## src/rtl/uart_imem_loader.sv

```systemverilog
// UART boot loader: receives 8N1 bytes, builds little-endian 32-bit words and
// writes them sequentially into instruction memory, then releases the core.
module uart_imem_loader #(
   parameter int CLKS_PER_BIT = 434,
   parameter int ADDR_W       = 32,
   parameter int MAX_WORDS    = 256
) (
   input  logic              clk_o,
   input  logic              reset,
   input  logic              rx,
   output logic              imem_we,
   output logic [ADDR_W-1:0] imem_addr,
   output logic [31:0]       imem_wdata,
   output logic              core_hold,
   output logic              load_done,
   output logic              frame_err
);

   localparam int CNT_W = $clog2(CLKS_PER_BIT) + 1;
   localparam logic [CNT_W-1:0] HALF_CNT = CNT_W'(CLKS_PER_BIT / 2);
   localparam logic [CNT_W-1:0] LAST_CNT = CNT_W'(CLKS_PER_BIT - 1);
   localparam logic [CNT_W-1:0] CNT_ONE  = CNT_W'(1);
   localparam logic [15:0]      MAX_CNT  = 16'(MAX_WORDS);

   typedef enum logic [1:0] {R_IDLE, R_START, R_DATA, R_STOP} rx_state_t;
   typedef enum logic [2:0] {L_CNT0, L_CNT1, L_DATA, L_LAST, L_DONE} ld_state_t;

   logic rx_meta_q, rx_sync_q;

   rx_state_t        rstate_q, rstate_d;
   logic [CNT_W-1:0] baud_q, baud_d;
   logic [2:0]       bit_cnt_q, bit_cnt_d;
   logic [7:0]       shift_q, shift_d;
   logic             armed_q, armed_d;
   logic             byte_valid_q, byte_valid_d;
   logic [7:0]       byte_q, byte_d;
   logic             stop_err;

   ld_state_t         lstate_q, lstate_d;
   logic [15:0]       count_q, count_d;
   logic [15:0]       new_count;
   logic [15:0]       word_idx_q, word_idx_d;
   logic [1:0]        byte_pos_q, byte_pos_d;
   logic [23:0]       asm_q, asm_d;
   logic              imem_we_q, imem_we_d;
   logic [ADDR_W-1:0] imem_addr_q, imem_addr_d;
   logic [31:0]       imem_wdata_q, imem_wdata_d;
   logic              core_hold_q, core_hold_d;
   logic              load_done_q, load_done_d;
   logic              frame_err_q, frame_err_d;

   // Bit receiver. armed_q requires a high line in idle before a start is
   // accepted, so a stop-bit error on a held-low line cannot retrigger.
   always_comb begin
      rstate_d     = rstate_q;
      baud_d       = baud_q;
      bit_cnt_d    = bit_cnt_q;
      shift_d      = shift_q;
      armed_d      = armed_q;
      byte_valid_d = 1'b0;
      byte_d       = byte_q;
      stop_err     = 1'b0;
      case (rstate_q)
         R_IDLE: begin
            if (!armed_q) begin
               armed_d = rx_sync_q;
            end else if (!rx_sync_q) begin
               rstate_d = R_START;
               baud_d   = '0;
            end
         end
         R_START: begin
            if (baud_q == HALF_CNT) begin
               baud_d = '0;
               if (!rx_sync_q) begin
                  rstate_d  = R_DATA;
                  bit_cnt_d = '0;
               end else begin
                  rstate_d = R_IDLE;
                  armed_d  = 1'b1;
               end
            end else begin
               baud_d = baud_q + CNT_ONE;
            end
         end
         R_DATA: begin
            if (baud_q == LAST_CNT) begin
               baud_d    = '0;
               shift_d   = {rx_sync_q, shift_q[7:1]};
               bit_cnt_d = bit_cnt_q + 3'd1;
               if (bit_cnt_q == 3'd7) rstate_d = R_STOP;
            end else begin
               baud_d = baud_q + CNT_ONE;
            end
         end
         R_STOP: begin
            if (baud_q == LAST_CNT) begin
               baud_d   = '0;
               rstate_d = R_IDLE;
               armed_d  = rx_sync_q;
               if (rx_sync_q) begin
                  byte_valid_d = 1'b1;
                  byte_d       = shift_q;
               end else begin
                  stop_err = 1'b1;
               end
            end else begin
               baud_d = baud_q + CNT_ONE;
            end
         end
         default: rstate_d = R_IDLE;
      endcase
   end

   always_comb begin
      lstate_d     = lstate_q;
      count_d      = count_q;
      new_count    = {byte_q, count_q[7:0]};
      word_idx_d   = word_idx_q;
      byte_pos_d   = byte_pos_q;
      asm_d        = asm_q;
      imem_we_d    = 1'b0;
      imem_addr_d  = imem_addr_q;
      imem_wdata_d = imem_wdata_q;
      core_hold_d  = core_hold_q;
      load_done_d  = load_done_q;
      frame_err_d  = frame_err_q;
      if (stop_err && lstate_q != L_LAST && lstate_q != L_DONE) frame_err_d = 1'b1;
      case (lstate_q)
         L_CNT0: begin
            if (byte_valid_q) begin
               count_d  = {8'h00, byte_q};
               lstate_d = L_CNT1;
            end
         end
         L_CNT1: begin
            if (byte_valid_q) begin
               count_d = new_count;
               if (new_count == 16'd0 || new_count > MAX_CNT) begin
                  frame_err_d = 1'b1;
                  lstate_d    = L_CNT0;
               end else begin
                  lstate_d   = L_DATA;
                  word_idx_d = '0;
                  byte_pos_d = '0;
               end
            end
         end
         L_DATA: begin
            if (byte_valid_q) begin
               byte_pos_d = byte_pos_q + 2'd1;
               case (byte_pos_q)
                  2'd0: asm_d[7:0]   = byte_q;
                  2'd1: asm_d[15:8]  = byte_q;
                  2'd2: asm_d[23:16] = byte_q;
                  default: begin
                     imem_we_d    = 1'b1;
                     imem_wdata_d = {byte_q, asm_q};
                     imem_addr_d  = ADDR_W'({word_idx_q, 2'b00});
                     word_idx_d   = word_idx_q + 16'd1;
                     if (word_idx_q == count_q - 16'd1) lstate_d = L_LAST;
                  end
               endcase
            end
         end
         // Final write is on the bus this cycle; release the core next.
         L_LAST: begin
            lstate_d    = L_DONE;
            load_done_d = 1'b1;
            core_hold_d = 1'b0;
         end
         L_DONE: ;
         default: lstate_d = L_CNT0;
      endcase
   end

   always_ff @(posedge clk_o) begin
      if (!reset) begin
         rx_meta_q    <= 1'b1;
         rx_sync_q    <= 1'b1;
         rstate_q     <= R_IDLE;
         baud_q       <= '0;
         bit_cnt_q    <= '0;
         shift_q      <= '0;
         armed_q      <= 1'b0;
         byte_valid_q <= 1'b0;
         byte_q       <= '0;
         lstate_q     <= L_CNT0;
         count_q      <= '0;
         word_idx_q   <= '0;
         byte_pos_q   <= '0;
         asm_q        <= '0;
         imem_we_q    <= 1'b0;
         imem_addr_q  <= '0;
         imem_wdata_q <= '0;
         core_hold_q  <= 1'b1;
         load_done_q  <= 1'b0;
         frame_err_q  <= 1'b0;
      end else begin
         rx_meta_q    <= rx;
         rx_sync_q    <= rx_meta_q;
         rstate_q     <= rstate_d;
         baud_q       <= baud_d;
         bit_cnt_q    <= bit_cnt_d;
         shift_q      <= shift_d;
         armed_q      <= armed_d;
         byte_valid_q <= byte_valid_d;
         byte_q       <= byte_d;
         lstate_q     <= lstate_d;
         count_q      <= count_d;
         word_idx_q   <= word_idx_d;
         byte_pos_q   <= byte_pos_d;
         asm_q        <= asm_d;
         imem_we_q    <= imem_we_d;
         imem_addr_q  <= imem_addr_d;
         imem_wdata_q <= imem_wdata_d;
         core_hold_q  <= core_hold_d;
         load_done_q  <= load_done_d;
         frame_err_q  <= frame_err_d;
      end
   end

   assign imem_we    = imem_we_q;
   assign imem_addr  = imem_addr_q;
   assign imem_wdata = imem_wdata_q;
   assign core_hold  = core_hold_q;
   assign load_done  = load_done_q;
   assign frame_err  = frame_err_q;

endmodule

```

## config.mk

```make
export PLATFORM = sky130hd
export DESIGN_NAME = uart_imem_loader
export DESIGN_NICKNAME = d
export VERILOG_FILES = /design/src/rtl/uart_imem_loader.sv
export SDC_FILE = /design/constraint.sdc
export NUM_CORES = 1
export LEC_CHECK = 0
export CAP_MARGIN = 0
export CORE_AREA = 8 8 129 131
export CTS_CLUSTER_DIAMETER = 200
export DETAILED_ROUTE_END_ITERATION = 8
export DIE_AREA = 0 0 137 139
export PLACE_DENSITY_LB_ADDON = 0.3
export SYNTH_ARGS = -nofsm -noshare
export SYNTH_HDL_FRONTEND = slang
export SYNTH_SLANG_ARGS = --single-unit
```

## constraint.sdc

```tcl
create_clock -name clk_o -period 3.06 [get_ports clk_o]
set_clock_uncertainty 0.1 [all_clocks]
set_input_delay 0.612 -clock clk_o [delete_from_list [all_inputs] [get_ports clk_o]]
set_output_delay 0.612 -clock clk_o [all_outputs]
set_load 0.005 [all_outputs]
```

Word-level counts from Yosys, hierarchy flattened. Cells that the tools add are included.

Register bits: 148. Memories kept: 0. Memory bits (writable): 0. Latch bits: 0. Input port bits: 3. Bits in read-only memories: 0. Output and inout port bits: 68. Logic and storage cells: 141.

$add $sub $neg: 5. Reductions and logical operators: 30. Eq/ne operators: 29. Shifts and indexed selects: 0. Multipliers: 0. Divide/modulo/power cells: 0. Bitwise logic cells: 3. Magnitude comparators: 1. Muxes and demuxes: 50.

Operators by type and width (number): two-way mux 16 bit (6); case mux 16 bit (2 select lines) (2); two-way mux 10 bit (4); case mux 10 bit (3 select lines) (1); != test 2 bit, second input constant (14); AND reduction 3 bit (9); two-way mux 3 bit (8); two-way mux 2 bit (11); adder 16 x 1 -> 16 bit, second input constant (1); equality test 16 bit (1); > comparator 16 x 9 -> 1 bit, second input constant (1); zero test 16 bit (1); subtractor 16 x 1 -> 16 bit, second input constant (1); case mux 3 bit (5 select lines) (1); two-way mux 1 bit (13); AND reduction 4 bit (3); AND reduction 6 bit (2); adder 10 x 1 -> 10 bit, second input constant (1); equality test 10 x 8 -> 1 bit, second input constant (1); equality test 10 x 9 -> 1 bit, second input constant (1); case mux 2 bit (4 select lines) (1); equality test 2 bit, second input constant (3); equality test 3 x 2 -> 1 bit, second input constant (2); equality test 3 bit, second input constant (2); other kinds (20) (28).

Logic depth before layout (Yosys ltp).
Word-level depth: 9. Gate-level depth with buffers: 10. Gate-level depth less buffers: 9.

Worst setup path before layout. No wires, ideal clock.

Kind: reg2reg. Start: reg baud_q[0]. End: reg bit_cnt_q[0]. Period minus slack after synthesis: 2.377 ns. Path slack: 0.683 ns. Setup time: 0.128 ns. Cell stages (with the launch flop): 10. Arrival: 2.149 ns. Data required time: 2.832 ns. Buffers on the path: 1. Cells stage by stage: dfxtp_1 -> ha_1 -> or3b_2 -> nor4_1 -> buf_2 -> nand2_2 -> o21ai_0 -> nand2_1 -> a21oi_1 -> nor2_1.

Longest elaborated chain between the ends: 3. Elaborated cells between the ends (all ways): 5. Those cells by class: 4 x eq/ne; 1 x reduce/logical.

RTL lines: start: declaration (RTL line 31) `logic [CNT_W-1:0] baud_q, baud_d;`; start signal: assignment (RTL line 203) `baud_q <= baud_d;`; equality test 10 x 9 -> 1 bit / equality test 10 x 8 -> 1 bit (equally long branches) (RTL line 87, 73); != test 2 bit (no line); AND reduction 4 bit (no line) *; end signal: assignment (RTL line 204) `bit_cnt_q <= bit_cnt_d;`; end: declaration (RTL line 32) `logic [2:0] bit_cnt_q, bit_cnt_d;`.

Every way passes the cells marked *; elsewhere a longest branch is shown, timed or not. A chain may end at the register's enable or synchronous reset.

Worst setup path in the final report.
Start: reg count_q[0]. End: reg lstate_q[0].

Longest elaborated chain between the ends: 4.

RTL lines: start: declaration (RTL line 40) `logic [15:0] count_q, count_d;`; start signal: assignment (RTL line 210) `count_q <= count_d;`; subtractor 16 x 1 -> 16 bit (RTL line 161) `if (word_idx_q == count_q - 16'd1) lstate_d = L_LAST;`; equality test 16 bit (RTL line 161); != test 2 bit (no line); AND reduction 6 bit (no line); end signal: assignment (RTL line 209) `lstate_q <= lstate_d;`; end: declaration (RTL line 39) `ld_state_t lstate_q, lstate_d;`.

No other way between the ends.

==> results.json <==
{
  "status": "finished clean",
  "sequentialPowerShare_pct": 45.7,
  "synth_area_um2": 6470,
  "clockBufferDepth": 2,
  "period_share_pct": 80.7,
  "num-fill-cells": 1430,
  "drtPass1Iterations": 5,
  "internal_power_mw": 3.36,
  "post-synth-top-count-cell": "nand2_1",
  "dp_cells": 1025,
  "synth_commonest_cells": "192 x nand2_1, 148 x dfxtp_1, 133 x a21oi_1, 63 x nand3_1, 42 x nor2_1",
  "std_cell_rows": 45,
  "async_flop_share_pct": 0,
  "leakagePower_nw": 2.65,
  "ioPinCount": 71,
  "cp_cell_sequence": "inv_1 > ha_1 > xnor2_1 > or3_1 > nor4_1 > nand3_1 > nor4_1 > nand4_1 > o21ai_1",
  "synth_adder_area_share_pct": 2.13,
  "synth_edf_count": 0,
  "synth_area_per_cell_um2": 7.83,
  "synth_area_leader_cell": "dfxtp_1",
  "synth_top_family_by_area": "simple AND/OR/NAND/NOR gates",
  "worst-setup-path-type": "reg2reg",
  "met1_usage_pct": 20.9,
  "grt_use_met2_pct": 24.3,
  "swShare_pct": 21.6,
  "routabilityCongestion": 0.822,
  "p_per_area_nw_per_um2": 559,
  "cp-end-kind": "register",
  "die-width_um": 137,
  "synth_compound_area_share_pct": 14.1,
  "ir_drop_uv": 316,
  "period_needed_ns": 2.47,
  "synth.area.top_cells": "dfxtp_1 46%, nand2_1 11%, a21oi_1 10%",
  "cp_data_arrival_time_ns": 2.72,
  "ys_warn_count": 0,
  "root_buffer": "clkbuf_16",
  "routed_wl_um": 14500,
  "grt_max_degree": 67,
  "rsz0062_at_grt": "false",
  "syn_to_final_growth_pct": 18.5,
  "grt_pass1_vias": 5021,
  "dr_total_vias": 5451,
  "totalPowerFinal_mw": 4.28,
  "relSlewSlack_pct": 47.3,
  "combPwrFrac_pct": 3.6,
  "synth-seq-cells": 148,
  "holdCritPathClass": "reg2reg",
  "synth_cells": 826,
  "synth_cell_types": 54,
  "cts_tree": "yes",
  "num_antenna_cells": 0,
  "track_usage_pct": 15.8,
  "hold_buffers": 0,
  "numCtsBuffers": 17,
  "postCtsResizedCells": 0,
  "grt-busiest-layer": "met2",
  "drt_iter0_drc": 410,
  "max_freq_ghz": 0.405,
  "crit_fanout": 6,
  "antenna_found_initial": 0,
  "slowest_stage": "dfxtp_1",
  "worstMarginPinSlew_ns": 0.786,
  "ant_nets": 0,
  "synth_simple_gate_area_share_pct": 26.8,
  "grt_pass1_wl_um": 24900,
  "clockPowerShare_pct": 50.7,
  "grt_use_met3_pct": 3.66,
  "tns_ns": 0,
  "htree_levels": 4,
  "muxShareOfSynthArea_pct": 0.155,
  "final_cells": 1056,
  "cp.required_ns": 3.31,
  "grt-ovfl-total": 0,
  "synth_ff_type": "dfxtp_1",
  "avgRoutedWirePerCell_um": 13.7,
  "post-cts-setup-buffer-count": 0,
  "fp.dieH_um": 139,
  "initial_utilization_pct": 43.8,
  "drv_slew": 0,
  "multiInputGateArea_um2": 3140,
  "synth-xor-area-share_pct": 4.47,
  "critPathLaunchType": "register",
  "cpPeakStageDelay_ns": 0.44,
  "p_switching_mw": 0.927,
  "crit_top_cell": "nor4_1",
  "clock_sinks": 148,
  "drc_errors": 0,
  "coreArea_um2": 14800,
  "hold_violations": 0,
  "clkSlewWorstSetupHoldPaths_ns": 0.06,
  "finalSetupViolations": 0,
  "netlist.area_leader.share_pct": 45.8,
  "nets": 870,
  "dieArea_um2": 19000,
  "regArea_um2": 2960,
  "max-cap-violations": 0,
  "insertion_delay_ns": 0.42,
  "numPortBuffers": 54,
  "hpwl_um": 9590,
  "seq_area_frac_synth_pct": 45.8,
  "drt-vias-per-instance": 5.16,
  "drive_gt1_share_pct": 6.91
}
## logic make-up (layout without fill, tap and decap cells)
| kind of cell | after synthesis | in the layout |
|---|---|---|
| and+or+nand+nor | 372 | 372 |
| AOI/OAI and AO/OA | 174 | 174 |
| xor gates and xnor gates | 33 | 33 |
| DFF | 148 | 148 |
| adders and majority gates | 11 | 11 |
| other | 1 | 16 |
| buffers and inverters | 86 | 113 |
| muxes | 1 | 1 |
## worst paths after layout
path         startpoint          end  slack [ns]  cells past startpoint
max          count_q[0]  lstate_q[0]        0.59                      9
min           rx_meta_q    rx_sync_q        0.31                      1
max reg2reg  count_q[0]  lstate_q[0]        0.59                      9
min reg2reg   rx_meta_q    rx_sync_q        0.31                      1
## metal layers
| metal | vias up | wire length [µm] |
|---|---|---|
| met5 | - | 0 |
| met4 | 0 | 245 |
| met3 | 19 | 681 |
| met2 | 103 | 6810 |
| met1 | 2510 | 6740 |
| li1 | 2819 | - |
## placed cells by master (no fill, tap or decap), types with 3 or more instances in the layout
master / synthesis / routed
nor4_1: 10 / 10
ha_1: 11 / 11
or3_1: 11 / 11
and3_1: 4 / 4
xor2_1: 15 / 15
a31oi_1: 5 / 5
nand3_1: 63 / 63
and2_1: 2 / 3
a211oi_1: 5 / 5
nor3b_1: 4 / 4
bufinv_16: 0 / 4
clkinv_4: 0 / 4
clkbuf_1: 41 / 3
nor3b_2: 3 / 3
conb_1: 1 / 16
dfxtp_1: 148 / 148
buf_4: 20 / 16
o21ai_0: 22 / 22
a21oi_1: 133 / 133
nand2b_1: 6 / 6
clkbuf_16: 0 / 17
nand2_1: 192 / 191
nand4_1: 6 / 6
clkdlybuf4s50_1: 0 / 54
nor3_1: 7 / 7
inv_1: 12 / 11
nor2_1: 42 / 42
xnor2_1: 18 / 18
## sequential cells by signal, summed over array words and instances (netlist names), 2 cells and up, named ones only
register,flops
shift_q,8
asm_q,24
byte_pos_q,2
word_idx_q,16
count_q,16
bit_cnt_q,3
imem_addr,16
lstate_q,3
byte_q,8
baud_q,10
imem_wdata,32
## critical path: cells and delay by family, from the launching register on
kind | cells | cell delay (ns)
XOR/XNOR | 1 | 0.12
buffers and inverters | 1 | 0.09
adder cells (fa/ha/maj) | 1 | 0.31
flip-flops | 1 | 0.44
AO/OA/AOI/OAI | 1 | 0.14
AND/OR/NAND/NOR | 5 | 1.19
## cell type report
class	instances	share of cell area [%]
sequential	148	38.7
multi-input combinational	607	41.0
clock inverter	11	2.33
tap	188	3.07
clock buffer	20	5.70
timing repair buffer	70	8.62
inverter	12	0.604
## power by group through the flow
stage                     clock, mW  sequential [mW]  combinational (mW)
after CTS                      2.21             1.96               0.154
final                          2.17             1.96               0.154
after global placement            0             2.00               0.153
after global routing           2.30             1.96               0.177
after detailed placement          0             2.00               0.154
after floorplan                   0             1.99               0.133
## through the flow
| stage | instance area [µm²] | hold WS [ns] | utilization (%) | setup slack (ns) |
|---|---|---|---|---|
| detailed placement | 7050 | 0.298 | 47.8 | 0.373 |
| global placement | 7050 | 0.295 | 47.8 | 0.421 |
| finish | 7660 | 0.311 | 52.0 | 0.591 |
| CTS | 7660 | 0.314 | 52.0 | 0.602 |
| global route | 7660 | 0.333 | 52.0 | 0.333 |
| floorplan | 6520 | 0.286 | - | 0.683 |
(Power assumes the default switching activity.)
